<file path="src/rtl/inst_fetch.sv">
// Instruction-fetch stage: one Wishbone classic read per PC, result held in the IF/ID register.
// Optional FETCH_MISALIGN_CHECK_EN turns a misaligned PC into a flagged bubble instead of a bus read.
module inst_fetch #(
  parameter int ADDR_WIDTH = 32,
  parameter int DATA_WIDTH = 32,
  parameter logic [DATA_WIDTH-1:0] NOP_INST = 32'h0000_0013
) (
  input  logic                    clk,
  input  logic                    reset,
  input  logic [ADDR_WIDTH-1:0]   pc_in,
  input  logic [1:0]              stall_and_flush,
  output logic                    pc_advance,
  output logic                    fetch_busy,
  output logic [DATA_WIDTH-1:0]   inst_out,
  output logic [ADDR_WIDTH-1:0]   pc_out,
  output logic                    inst_valid,
  output logic                    misalign,
  output logic                    wb_cyc_o,
  output logic                    wb_stb_o,
  output logic                    wb_we_o,
  output logic [DATA_WIDTH/8-1:0] wb_sel_o,
  output logic [ADDR_WIDTH-1:0]   wb_adr_o,
  input  logic [DATA_WIDTH-1:0]   wb_dat_i,
  input  logic                    wb_ack_i
);

  localparam logic [1:0] S_IDLE    = 2'd0;
  localparam logic [1:0] S_BUSY    = 2'd1;
  localparam logic [1:0] S_DONE    = 2'd2;
  localparam logic [1:0] S_DISCARD = 2'd3;

  logic [1:0]            state_r;
  logic [ADDR_WIDTH-1:0] req_pc_r;
  logic                  flush_s;
  logic                  launch_s;
  logic                  misalign_s;
  logic [ADDR_WIDTH-1:0] fetch_adr_s;

  // Code 11 is decoded as FLUSH, so bit 1 alone selects flush.
  assign flush_s  = stall_and_flush[1];
  assign launch_s = ((state_r == S_IDLE) || (state_r == S_DONE)) &&
                    (stall_and_flush == 2'b00);

`ifdef FETCH_MISALIGN_CHECK_EN
  assign misalign_s  = (pc_in[1:0] != 2'b00);
  assign fetch_adr_s = pc_in;
`else
  assign misalign_s  = 1'b0;
  assign fetch_adr_s = {pc_in[ADDR_WIDTH-1:2], 2'b00};
`endif

  assign wb_stb_o = wb_cyc_o;
  assign wb_we_o  = 1'b0;
  assign wb_sel_o = {(DATA_WIDTH/8){1'b1}};

  // Fetch FSM with all stage outputs registered alongside the state.
  always_ff @(posedge clk) begin
    if (reset) begin
      state_r    <= S_IDLE;
      req_pc_r   <= '0;
      wb_cyc_o   <= 1'b0;
      wb_adr_o   <= '0;
      inst_out   <= NOP_INST;
      pc_out     <= '0;
      inst_valid <= 1'b0;
      misalign   <= 1'b0;
      pc_advance <= 1'b0;
      fetch_busy <= 1'b0;
    end else begin
      pc_advance <= 1'b0;
      case (state_r)
        S_IDLE, S_DONE: begin
          if (launch_s) begin
            pc_advance <= 1'b1;
            req_pc_r   <= pc_in;
            inst_out   <= NOP_INST;
            if (misalign_s) begin
              // Misaligned PC: no bus cycle, present a flagged bubble instead.
              state_r    <= S_DONE;
              pc_out     <= pc_in;
              inst_valid <= 1'b1;
              misalign   <= 1'b1;
              fetch_busy <= 1'b0;
            end else begin
              state_r    <= S_BUSY;
              wb_cyc_o   <= 1'b1;
              wb_adr_o   <= fetch_adr_s;
              inst_valid <= 1'b0;
              misalign   <= 1'b0;
              fetch_busy <= 1'b1;
            end
          end else if (flush_s && (state_r == S_DONE)) begin
            state_r    <= S_IDLE;
            inst_out   <= NOP_INST;
            inst_valid <= 1'b0;
            misalign   <= 1'b0;
          end else begin
            state_r <= state_r;
          end
        end
        S_BUSY: begin
          if (wb_ack_i) begin
            wb_cyc_o   <= 1'b0;
            fetch_busy <= 1'b0;
            if (flush_s) begin
              state_r <= S_IDLE;
            end else begin
              state_r    <= S_DONE;
              inst_out   <= wb_dat_i;
              pc_out     <= req_pc_r;
              inst_valid <= 1'b1;
            end
          end else if (flush_s) begin
            // A Wishbone cycle is never abandoned; drain it and drop the data.
            state_r <= S_DISCARD;
          end else begin
            state_r <= S_BUSY;
          end
        end
        S_DISCARD: begin
          if (wb_ack_i) begin
            state_r    <= S_IDLE;
            wb_cyc_o   <= 1'b0;
            fetch_busy <= 1'b0;
          end else begin
            state_r <= S_DISCARD;
          end
        end
        default: begin
          state_r    <= S_IDLE;
          wb_cyc_o   <= 1'b0;
          inst_out   <= NOP_INST;
          inst_valid <= 1'b0;
          misalign   <= 1'b0;
          fetch_busy <= 1'b0;
        end
      endcase
    end
  end

endmodule

</file>
<file path="config.mk">
export PLATFORM = sky130hd
export DESIGN_NAME = inst_fetch
export DESIGN_NICKNAME = d
export VERILOG_FILES = /design/src/rtl/inst_fetch.sv
export SDC_FILE = /design/constraint.sdc
export NUM_CORES = 1
export LEC_CHECK = 0
export ABC_AREA = 1
export CORE_ASPECT_RATIO = 1.4
export CORE_MARGIN = 2
export CORE_UTILIZATION = 62
export DETAILED_ROUTE_END_ITERATION = 10
export DONT_BUFFER_PORTS = 1
export PLACE_DENSITY = 0.9
export RECOVER_POWER = 25
export SYNTH_ARGS = -nofsm -noshare
export SYNTH_HDL_FRONTEND = slang
export SYNTH_SLANG_ARGS = --single-unit
</file>
<file path="constraint.sdc">
create_clock -name clk -period 1.65 [get_ports clk]
set_clock_uncertainty 0.15 [all_clocks]
set_input_delay 0 -clock clk [delete_from_list [all_inputs] [get_ports clk]]
set_output_delay 0 -clock clk [all_outputs]
set_load 0.1 [all_outputs]
</file>
==> metrics.md, run 1 <==
| Metric | Value |
|---|---|
| Status | `finished, final reports clean` |
| Placed Cells | `between 600 and 700` |
| Synthesized cell area | `approximately 4100 um2` |
| Total track usage | `between 30% and 40%` |
| # fillers | `between 300 and 400` |
| Max Fclk | `roughly 0.65 GHz` |
| Setup slack at placement | `around 120 ps` |
| Sequential standard cell area | `roughly 2000 um2` |
| Detailed Route Iter0 Violations | `about 400` |
| Crit-path slowest cell | `dfxtp_1` |
| Ports placed on the boundary | `about 180` |
| FP Rows | `35` |
| Crit path max fanout | `30` |
| CTS Buf Count | `9` |
| RSZ-0062 raised after global routing | `false` |
| Clock sink count | `101` |
| Fin. Hold Viols | `0` |
| Largest net degree at the start of global routing | `64` |
| Most frequent cells in the layout | `100 x dfxtp_1, 73 x nand2_1, 68 x dlygate4sd3_1` |
| CP top delay family | `simple AND/OR/NAND/NOR gates` |
| GPL Wtd Cong | `0.8356` |
| Die H | `just over 100 um` |
| Slew Viols, Final | `0` |
| Post-route DRC | `0` |
| Setup TNS | `0 ps` |
| CTS tree | `yes` |
| H-tree depth | `3` |
| Bufs and invs on worst path | `1` |
| Seq/Total Area, Yosys | `about half` |
| Number of global-route vias before repair | `~4,200` |
| #FFs+latches synth | `between 100 and 150` |
| Grt ovf | `0` |
| DRT Wirelength | `approximately 13 mm` |
| Dpl hpwl | `6.972 mm` |
| Arr. time, crit path | `around 1700 ps` |
| Max IR drop VDD | `roughly 910 uV` |
| Syn_area_per_cell | `8.144 um2` |
| Multi-input gate area | `approximately 1500 um2` |
| Vias post-DR | `between 4,000 and 5,000` |
| CP startpoint kind | `flop` |
| # diodes | `0` |
| Layout cell share with drive strength beyond 1 | `roughly a fifth` |
| Power Density | `between 1000 and 1500 nW/um2` |
| Worst slew margin | `between 60% and 70%` |
| WL/cell | `around 18 um` |
| Area Overhead vs Synth | `28.45%` |
| Clk root buf | `clkbuf_8` |
| Initial antenna violation count | `0` |
| IO buf count | `0` |
| Warnings from Yosys | `0` |
| Commonest non-fill, non-tap cell in the layout | `dfxtp_1` |
| Post-route ant nets | `0` |
| Die area | `7338 um2` |
| Tcrit/Tclk final | `93.88%` |
| Final min period | `approximately 1500 ps` |
| First-pass GRT wire length | `20.05 mm` |
| CP Capture Type | `flop` |
| Worst setup margin | `just over 100 ps` |
| CP required | `between 1500 and 2000 ps` |
| Starting density of the core | `approximately 63%` |
| Die W | `between 70 and 80 um` |
| Crit path cell chain | `nor2_4, nand2_4, inv_8, nand2_1, a21oi_1` |
| DR vias/cell | `about 6` |
| Core area | `~6500 um2` |
| Crit path kind | `flop to flop` |
| Final non-filler cell total | `696` |
| Clock latency on the worst-skew pair | `350 ps` |
| Crit-path max cell delay | `380 ps` |
| Worst-Margin Slew | `between 500 and 600 ps` |
| LEAKAGE | `between 2 and 2.5 nW` |
| Synth cell types | `24` |
| Max-Cap Viols | `0` |
| Mapped Cells | `507` |
| Final setup viols | `0` |
| Min-delay worst type | `input port to flop` |
| Clock Tree Buf Depth | `2` |
| Final net count | `around 700` |
| Reg clk slew, reported paths | `approximately 100 ps` |
| DRT Pass-1 Iters | `5` |
## layout make-up
class	count	area share [%]
well taps	74	1.746
inverters	12	1.038
flip-flops and latches	101	38.19
multi-input cells	320	28.28
clock buffers	12	3.138
repair buffers	173	26.61
clock inverters	4	0.9908
## cells in the mapped netlist
| master | count | area, um2 |
|---|---|---|
| nand2_8 | 1 | 20.02 |
| clkbuf_1 | 10 | 37.54 |
| dfxtp_1 | 101 | 2022 |
| nand3_1 | 39 | 195.2 |
| inv_2 | 2 | 7.510 |
| nand4_1 | 30 | 187.7 |
| o21ai_0 | 33 | 165.2 |
| buf_12 | 1 | 20.02 |
| o22ai_1 | 1 | 6.260 |
| ha_1 | 1 | 12.51 |
| buf_2 | 13 | 65.06 |
| buf_6 | 11 | 123.9 |
| inv_4 | 1 | 6.260 |
| a21oi_1 | 62 | 310.3 |
| nand2_1 | 73 | 274.0 |
| inv_1 | 9 | 33.78 |
| nor2_4 | 1 | 11.26 |
| conb_1 | 2 | 7.510 |
| nand2_4 | 2 | 22.52 |
| o211ai_1 | 1 | 7.510 |
| buf_4 | 44 | 330.3 |
| clkbuf_2 | 1 | 5.000 |
| nor2_1 | 67 | 251.5 |
| nor2_2 | 1 | 6.260 |
## worst paths after layout
check,start,to,slack [ps],depth (start not counted)
hold / removal,wb_dat_i[6],inst_out[6],200,3
hold reg to reg,pc_out[7],pc_out[7],320,2
setup reg to reg,state_r[1],inst_out[29],100,5
setup / recovery,state_r[1],inst_out[29],100,5
## sequential cells by signal, summed over array words and instances (netlist names)
signal      cells
wb_cyc_o        1
inst_valid      1
pc_out         32
req_pc_r       31
inst_out       32
state_r         2
pc_advance      1
wb_adr_o        1
## routing by layer
metal  part of all wire (%)  up-vias  global-route usage [%]  routed length (um)
li1                       -     1866                       -                   -
met1                     35     1897                   37.24                4428
met2                     52      304                   60.84                6653
met3                    8.5       65                   10.60                1090
met4                    5.0        0                   20.23                 641
met5                      0        -                       0                   0
## stage by stage
stage / util, % / cell area [um2] / power, mW / hold WS [ps]
6_report: 81.28 / 5304 / 5.514 / 204.3
2_1_floorplan: - / 4151 / 3.636 / -2.796
5_1_grt: 81.28 / 5304 / 5.660 / 199.8
4_1_cts: 82.93 / 5411 / 5.502 / 175.4
3_5_place_dp: 68.72 / 4484 / 3.698 / -71.47
3_3_place_gp: 68.72 / 4484 / 3.676 / -73.18
## worst register-to-register path, cell delays in order (launching register included)
cell and delay, ps:
dfxtp_1 380, nor2_4 250, nand2_4 190, inv_8 210, nand2_1 110, a21oi_1 190
## cells by family after synthesis
family          synth area share [%]
other cells                   0.1819
buf+inv                        15.24
flops                          48.97
compound gates                 11.85
simple gates                   23.45
fa+ha+maj                     0.3030
## timing repair
item,CTS,global route
endpoints found under the setup margin,0,26
setup buffers,0,0
gates resized for setup,0,6
hold buffers,69,0
endpoints found under the hold margin,100,0
## power breakdown
group          switching (mW)  internal (mW)  total [mW]
Combinational           0.958          0.289        1.25
Sequential             0.0680           2.52        2.59
Clock                   0.838          0.843        1.68
No activity file was read; power rests on OpenSTA's default activity.
==> run 2, diff against run 1 <==
==> constraint.sdc (replaced) <==
create_clock -name clk -period 1.6 [get_ports clk]
set_clock_uncertainty 0.15 [all_clocks]
set_input_delay 0 -clock clk [delete_from_list [all_inputs] [get_ports clk]]
set_output_delay 0 -clock clk [all_outputs]
set_load 0.1 [all_outputs]
==> run 2 against run 1 <==
Against the previous run:
- setup slack worse by 50 ps
- sequential cell count stayed put
- total power is 4.2% higher
- design area is 3.6% higher
- register-to-register slack worse by 50 ps
- global-route usage is 0.53 points higher
- sequential power is 3% higher
- critical endpoint is now pc_out[26]
- largest cell class unchanged
==> metrics.md, run 2 (same netlist as run 1, synthesis figures left out) <==
| Metric | Value |
|---|---|
| Status | `finished, final reports clean` |
| Reg clk slew, reported paths | `100 ps (about the same)` |
| Most frequent cells in the layout | `100 x dfxtp_1, 73 x nand2_1, 68 x dlygate4sd3_1` |
| Final setup viols | `0 (unchanged)` |
| Uppermost layer routed | `met4` |
| Sequential standard cell area | `2026 um2 (unchanged)` |
| Clk root buf | `clkbuf_8` |
| Setup TNS | `0 ps (unchanged)` |
| Final min period | `1549 ps` |
| Wire length on met3 | `1.093 mm (+0.28%)` |
| Crit path cell chain | `dlygate4sd3_1, inv_1, ha_1, buf_12, nand2_8, nand2_1, a21oi_1` |
| GPL Wtd Cong | `0.8283 (-0.87%)` |
| Die H | `100.6 um (unchanged)` |
| Clock Tree Buf Depth | `2 (unchanged)` |
| CP Capture Type | `flop` |
| Area Overhead vs Synth | `33.06%` |
| Logic pwr share | `23.6% (+1.0 points)` |
| Largest registers | `inst_out x32, pc_out x32, req_pc_r x31` |
| Max IR drop VDD | `1056 uV (+16%)` |
| Number of global-route vias before repair | `4,278 (+2.8%)` |
| Metal2 WL | `7.311 mm (+9.9%)` |
| Core Util, Final | `84.20% (+2.9 points)` |
| Core area | `6525 um2 (unchanged)` |
| Sw Ratio | `33.71% (-0.091 points)` |
| Post-route ant nets | `0 (unchanged)` |
| Vias post-DR | `4,279 (+3.6%)` |
| Min-delay worst type | `input port to flop` |
| Final net count | `703 (+2.3%)` |
| Psw | `1.938 mW (+4.0%)` |
| Tcrit/Tclk final | `96.80%` |
| Crit-path slowest cell | `dlygate4sd3_1` |
| Layout cell share with drive strength beyond 1 | `23.08% (+2.3 points)` |
| H-tree depth | `3 (unchanged)` |
| WL met1 | `4.698 mm (+6.1%)` |
| Fin. Hold Viols | `0 (unchanged)` |
| CTS Buf Count | `9 (unchanged)` |
| Total track usage | `35.73% (+0.53 points)` |
| Post-route DRC | `0 (unchanged)` |
| Dpl hpwl | `7.011 mm (+0.56%)` |
| Crit path max fanout | `33 (+10%)` |
| Detailed Route Iter0 Violations | `325 (-20%)` |
| Worst-Margin Slew | `580.8 ps (+3.899 ps)` |
| IO buf count | `0 (unchanged)` |
| Multi-input gate area | `1513 um2 (+0.83%)` |
| # diodes | `0 (unchanged)` |
| FP Rows | `35 (unchanged)` |
| WL/cell | `19.61 um (+6.5%)` |
| Worst slew margin | `61.45% (-0.26 points)` |
| LEAKAGE | `2.278 nW (+3.4%)` |
| Arr. time, crit path | `1660 ps (-20 ps)` |
| CP startpoint kind | `input port` |
| DRT Wirelength | `13.94 mm (+8.8%)` |
| First-pass GRT wire length | `20.20 mm (+0.76%)` |
| # fillers | `340 (-8.8%)` |
| Clock latency on the worst-skew pair | `340 ps (about the same)` |
| Crit path kind | `input port to flop` |
| Max Fclk | `~0.65 GHz` |
| Largest net degree at the start of global routing | `64 (unchanged)` |
| Crit-path max cell delay | `650 ps (+270 ps)` |
| Starting density of the core | `63.28% (unchanged)` |
| Die area | `7338 um2 (unchanged)` |
| Clock sink count | `101 (unchanged)` |
| CP required | `1720 ps (-60 ps)` |
| Max-Cap Viols | `0 (unchanged)` |
| Grt ovf | `0 (unchanged)` |
| Clk pwr share | `30.0% (-0.5 points)` |
| Int Pwr | `3.810 mW (+4.4%)` |
| DR vias/cell | `6.018 (+1.4%)` |
| Ports placed on the boundary | `176 (unchanged)` |
| Commonest non-fill, non-tap cell in the layout | `dfxtp_1` |
| Seq pwr share | `46.4% (-0.5 points)` |
| DRT Pass-1 Iters | `5 (unchanged)` |
| Slew Viols, Final | `0 (unchanged)` |
| Initial antenna violation count | `0 (unchanged)` |
| Power Density | `1046 nW/um2 (+0.64%)` |
| CTS tree | `yes` |
| Die W | `72.97 um (unchanged)` |
==> run 2: final cells by class <==
| type | instances | area share [%] |
|---|---|---|
| well taps | 74 | 1.685 |
| clock inverters | 6 | 1.594 |
| inverters | 12 | 1.230 |
| flip-flops and latches | 101 | 36.87 |
| clock buffers | 9 | 2.255 |
| multi-input cells | 320 | 27.53 |
| repair buffers | 189 | 28.83 |
==> run 2: power by group through the flow <==
stage	combinational [mW]	clock, mW	sequential [mW]
after floorplan	0.867	0	2.88
after global placement	1.09	0	2.71
after detailed placement	1.11	0	2.72
after CTS	1.28	1.73	2.66
after global routing	1.40	1.83	2.67
final	1.36	1.73	2.67
==> run 2: per-stage QoR <==
step | setup slack (ps) | total power, mW | instances | instance area [um2] | hold slack, ps
finish | 51.20 | 5.748 | 711 | 5494 | 202.7
global route | -22.04 | 5.906 | 711 | 5494 | 189.8
CTS | 46.16 | 5.665 | 696 | 5436 | 187.4
detailed placement | 63.21 | 3.826 | 612 | 4517 | -70.46
global placement | 170.6 | 3.801 | 612 | 4517 | -73.59
floorplan | 58.57 | 3.750 | 513 | 4151 | -2.796
==> run 2: timing repair <==
item / 4_1_cts / 5_1_grt
resized for setup: 0 / 12
setup endpoints to repair: 0 / 39
hold buffers: 69 / 0
hold endpoints to repair: 100 / 0
buffers inserted: 0 / 14
==> run 2: routing by layer <==
layer	vias up	track usage, %
li1	1884	-
met1	1993	36.76
met2	321	62.45
met3	81	9.000
met4	0	23.93
met5	-	0
==> run 2: worst paths after layout <==
path                   to               start  cells past startpoint  slack [ps]
max            pc_out[26]  stall_and_flush[1]                      7          50
min           inst_out[7]         wb_dat_i[7]                      3         200
max reg2reg  inst_out[11]          state_r[0]                      6          50
min reg2reg     pc_out[7]           pc_out[7]                      2         320
==> run 2: worst max-delay path, delay by kind of cell <==
kind	cells	cell delay, ps
adders and majority gates	1	240
and+or+nand+nor	2	290
buffers and inverters	3	940
AOI/OAI and AO/OA	1	170
==> run 3, diff against run 2 <==
--- a/config.mk
+++ b/config.mk
@@ -5,13 +5,13 @@
 export SDC_FILE = /design/constraint.sdc
 export NUM_CORES = 1
 export LEC_CHECK = 0
-export ABC_AREA = 1
+export ABC_AREA = 0
 export CORE_ASPECT_RATIO = 1.4
 export CORE_MARGIN = 2
 export CORE_UTILIZATION = 62
 export DETAILED_ROUTE_END_ITERATION = 10
 export DONT_BUFFER_PORTS = 1
-export PLACE_DENSITY = 0.9
+export PLACE_DENSITY = 0.88
 export RECOVER_POWER = 25
 export SYNTH_ARGS = -nofsm -noshare
 export SYNTH_HDL_FRONTEND = slang
==> run 3 against run 2 <==
Against the previous run:
- the flow now finishes with violations (negative hold slack, negative setup slack)
- clock-buffer cell count grew 3
- core utilization down 2.6 points
- hold slack worse by 630 ps
- maximum frequency down 4.5%
- sequential power decreased by 2%
- combinational power is 38% lower
- sequential cell count stayed put
==> metrics.md, run 3 <==
| Metric | Value |
|---|---|
| WHS | `-432.0 ps (-634.7 ps)` |
| Power Density | `1053 nW/um2 (+0.63%)` |
| IO buf count | `0 (unchanged)` |
| Die H | `96.05 um (-4.5%)` |
| Starting density of the core | `64.00% (+0.72 points)` |
| Commonest cells post-synth | `129 x nand2_1, 101 x dfxtp_1, 70 x a21oi_1` |
| DRT Wirelength | `11.94 mm (-14%)` |
| Placed inst area | `4307 um2 (-4.7%)` |
| Reg clk slew, reported paths | `100 ps (about the same)` |
| CP Capture Type | `flop` |
| Dpl hpwl | `6.388 mm (-8.9%)` |
| Worst setup margin | `-21.30 ps (-72.51 ps)` |
| Cell taking the most area after synthesis | `dfxtp_1` |
| Bufs and invs on worst path | `2 (-1)` |
| Initial antenna violation count | `0 (unchanged)` |
| CP startpoint kind | `flop` |
| Post-route ant nets | `0 (unchanged)` |
| Crit path kind | `flop to flop` |
| Grt ovf | `0 (unchanged)` |
| LEAKAGE | `2.020 nW (-11%)` |
| Layout cell share with drive strength beyond 1 | `26.00% (+2.9 points)` |
| Fin. Hold Viols | `99 (+99)` |
| Area Overhead vs Synth | `27.44%` |
| Synth area leaders | `dfxtp_1 54%, nand2_1 13%, a21oi_1 9.3%` |
| FP Rows | `33 (-5.7%)` |
| Seq/Total Area, Yosys | `53.88% (+4.9 points)` |
| Commonest non-fill, non-tap cell in the layout | `nand2_1` |
| CP required | `1690 ps (-30 ps)` |
| Final setup viols | `6 (+6)` |
| CP top delay family | `flip-flops` |
| Arr. time, crit path | `1710 ps (+50 ps)` |
| Synth cell types | `24 (unchanged)` |
| Clock Tree Buf Depth | `2 (unchanged)` |
| Detailed Route Iter0 Violations | `348 (+7.1%)` |
| Largest net degree at the start of global routing | `75 (+17%)` |
| Vias post-DR | `3,422 (-20%)` |
| Max IR drop VDD | `863.9 uV (-18%)` |
| DRT Pass-1 Iters | `5 (unchanged)` |
| WL/cell | `20.10 um (+2.5%)` |
| Core area | `5863 um2 (-10%)` |
| DR vias/cell | `5.761 (-4.3%)` |
| Min-delay worst type | `input port to flop` |
| Total track usage | `33.62% (-2.1 points)` |
| Cts hold-fix bufs | `32 (-54%)` |
| Pwr Total | `5.035 mW (-12%)` |
| First-pass GRT wire length | `17.10 mm (-15%)` |
| Ys flop type | `dfxtp_1` |
| Worst-Margin Slew | `571.9 ps (-8.875 ps)` |
| Clk root buf | `clkbuf_8` |
| Largest registers | `inst_out x32, pc_out x32, req_pc_r x31` |
| Die area | `6699 um2 (-8.7%)` |
| Synth top area share | `53.88% (+4.9 points)` |
| Synthesized cell area | `3752 um2 (-9.1%)` |
| Crit path cell chain | `nor4bb_4, a311oi_4, buf_6, buf_8, a22o_1` |
| Syn_area_per_cell | `8.788 um2 (+7.9%)` |
| Core Util, Final | `81.56% (-2.6 points)` |
| Final net count | `588 (-16%)` |
| RSZ-0062 raised after global routing | `true` |
| Max Fclk | `0.6168 GHz (-4.5%)` |
| Mapped Cells | `427 (-16%)` |
| Crit path max fanout | `11 (-67%)` |
| Clock latency on the worst-skew pair | `350 ps (about the same)` |
| Crit-path slowest cell | `dfxtp_4` |
| Ports placed on the boundary | `176 (unchanged)` |
| Status | `finished with violations` |
| #FFs+latches synth | `101 (unchanged)` |
| Post-synth EDFFs | `0 (unchanged)` |
| Final min period | `1621 ps (+72.51 ps)` |
| Tcrit/Tclk final | `101.3% (+4.5 points)` |
| GPL Wtd Cong | `0.7486 (-9.6%)` |
| Fraction of registers with async set/reset | `0% (unchanged)` |
| Post-route DRC | `0 (unchanged)` |
| Warnings from Yosys | `0 (unchanged)` |
| Worst slew margin | `62.04% (+0.59 points)` |
| CTS tree | `yes` |
| # fillers | `357 (+5.0%)` |
| Final Instance Area | `4782 um2 (-13%)` |
| CTS Buf Count | `9 (unchanged)` |
| H-tree depth | `3 (unchanged)` |
| Crit-path max cell delay | `390 ps (-260 ps)` |
| Number of global-route vias before repair | `3,252 (-24%)` |
| Most frequent cell after synthesis | `nand2_1` |
| Violated checks | `negative hold slack, negative setup slack` |
| Max-Cap Viols | `0 (unchanged)` |
| Die W | `69.75 um (-4.4%)` |
| Most frequent cells in the layout | `129 x nand2_1, 98 x dfxtp_1, 70 x a21oi_1` |
| Setup TNS | `-64.36 ps (-64.36 ps)` |
| Slew Viols, Final | `0 (unchanged)` |
| Clock sink count | `101 (unchanged)` |
-- run 3: cell types whose count changed in the layout (fill, tap and decap cells not counted), moves of 6 or more --
| cell | previous run | this run |
|---|---|---|
| dlygate4sd3_1 | 68 | 32 |
| clkbuf_2 | 50 | 44 |
| nand2_1 | 73 | 129 |
| nand3_1 | 39 | 1 |
| nor2_1 | 67 | 3 |
| a22o_1 | 0 | 29 |
| a21oi_1 | 61 | 70 |
| o21ai_0 | 33 | 0 |
| nand4_1 | 30 | 0 |
-- run 3: cell families (layout without fill, tap and decap cells) --
group | count (synthesis) | count (layout) | share of synthesized area (%)
compound gates | 102 | 102 | 17.27
fa+ha+maj | 1 | 1 | 0.3334
buf+inv | 75 | 165 | 12.37
flops | 101 | 101 | 53.88
other cells | 2 | 9 | 0.2001
simple gates | 146 | 146 | 15.94
-- run 3: timing repair --
item	CTS	global route
setup buffers	0	2
cloned	0	1
setup endpoints to repair	27	32
pin swaps	0	23
resized for setup	1	13
endpoints found under the hold margin	101	101
-- run 3: worst reg2reg max path: stages, from the launching register on --
cell and delay, ps:
dfxtp_4 390, nor4bb_4 350, a311oi_4 80, buf_6 160, buf_8 140, a22o_1 250
-- run 3: cell type report --
| cell class | count | area, um2 | area share [%] |
|---|---|---|---|
| sequential | 101 | 2031 | 42.46 |
| antenna | 1 | 2.502 | 0.05233 |
| multi-input combinational | 257 | 1319 | 27.58 |
| tap | 70 | 87.58 | 1.832 |
| timing repair buffer | 143 | 1125 | 23.52 |
| clock inverter | 4 | 30.03 | 0.6279 |
| clock buffer | 12 | 165.2 | 3.454 |
| inverter | 6 | 22.52 | 0.4710 |
-- run 3: per-stage QoR --
stage               hold WS, ps  setup WS (ps)  cells
detailed placement       -71.96         -34.79    542
finish                   -432.0         -21.30    594
global route             -446.0         -71.56    593
global placement         -76.18          63.03    542
CTS                      -451.9          13.06    590
floorplan                -24.52          57.69    433
-- run 3: report_power, final --
| part | leakage, nW | switching (mW) | total, mW | internal [mW] |
|---|---|---|---|---|
| Sequential | 0.820 | 0.0484 | 2.62 | 2.57 |
| Clock | 0.0990 | 0.868 | 1.57 | 0.700 |
| Combinational | 1.10 | 0.646 | 0.850 | 0.204 |
| Total | 2.02 | 1.56 | 5.03 | 3.47 |
-- run 3: worst paths after layout --
check                                   end   startpoint  depth (start not counted)  slack (ps)
worst max-delay path            inst_out[8]   state_r[1]                          5         -20
worst min-delay path             inst_valid        reset                          1        -430
worst max register to register  inst_out[8]   state_r[1]                          5         -20
worst min register to register    pc_out[1]  req_pc_r[1]                          2         300
-- run 3: per-layer routing --
| layer | track usage, % | wire, um |
|---|---|---|
| met5 | 0 | 0 |
| met1 | 34.07 | 3989 |
| met2 | 58.97 | 6117 |
| met3 | 8.586 | 997 |
| met4 | 26.92 | 832 |
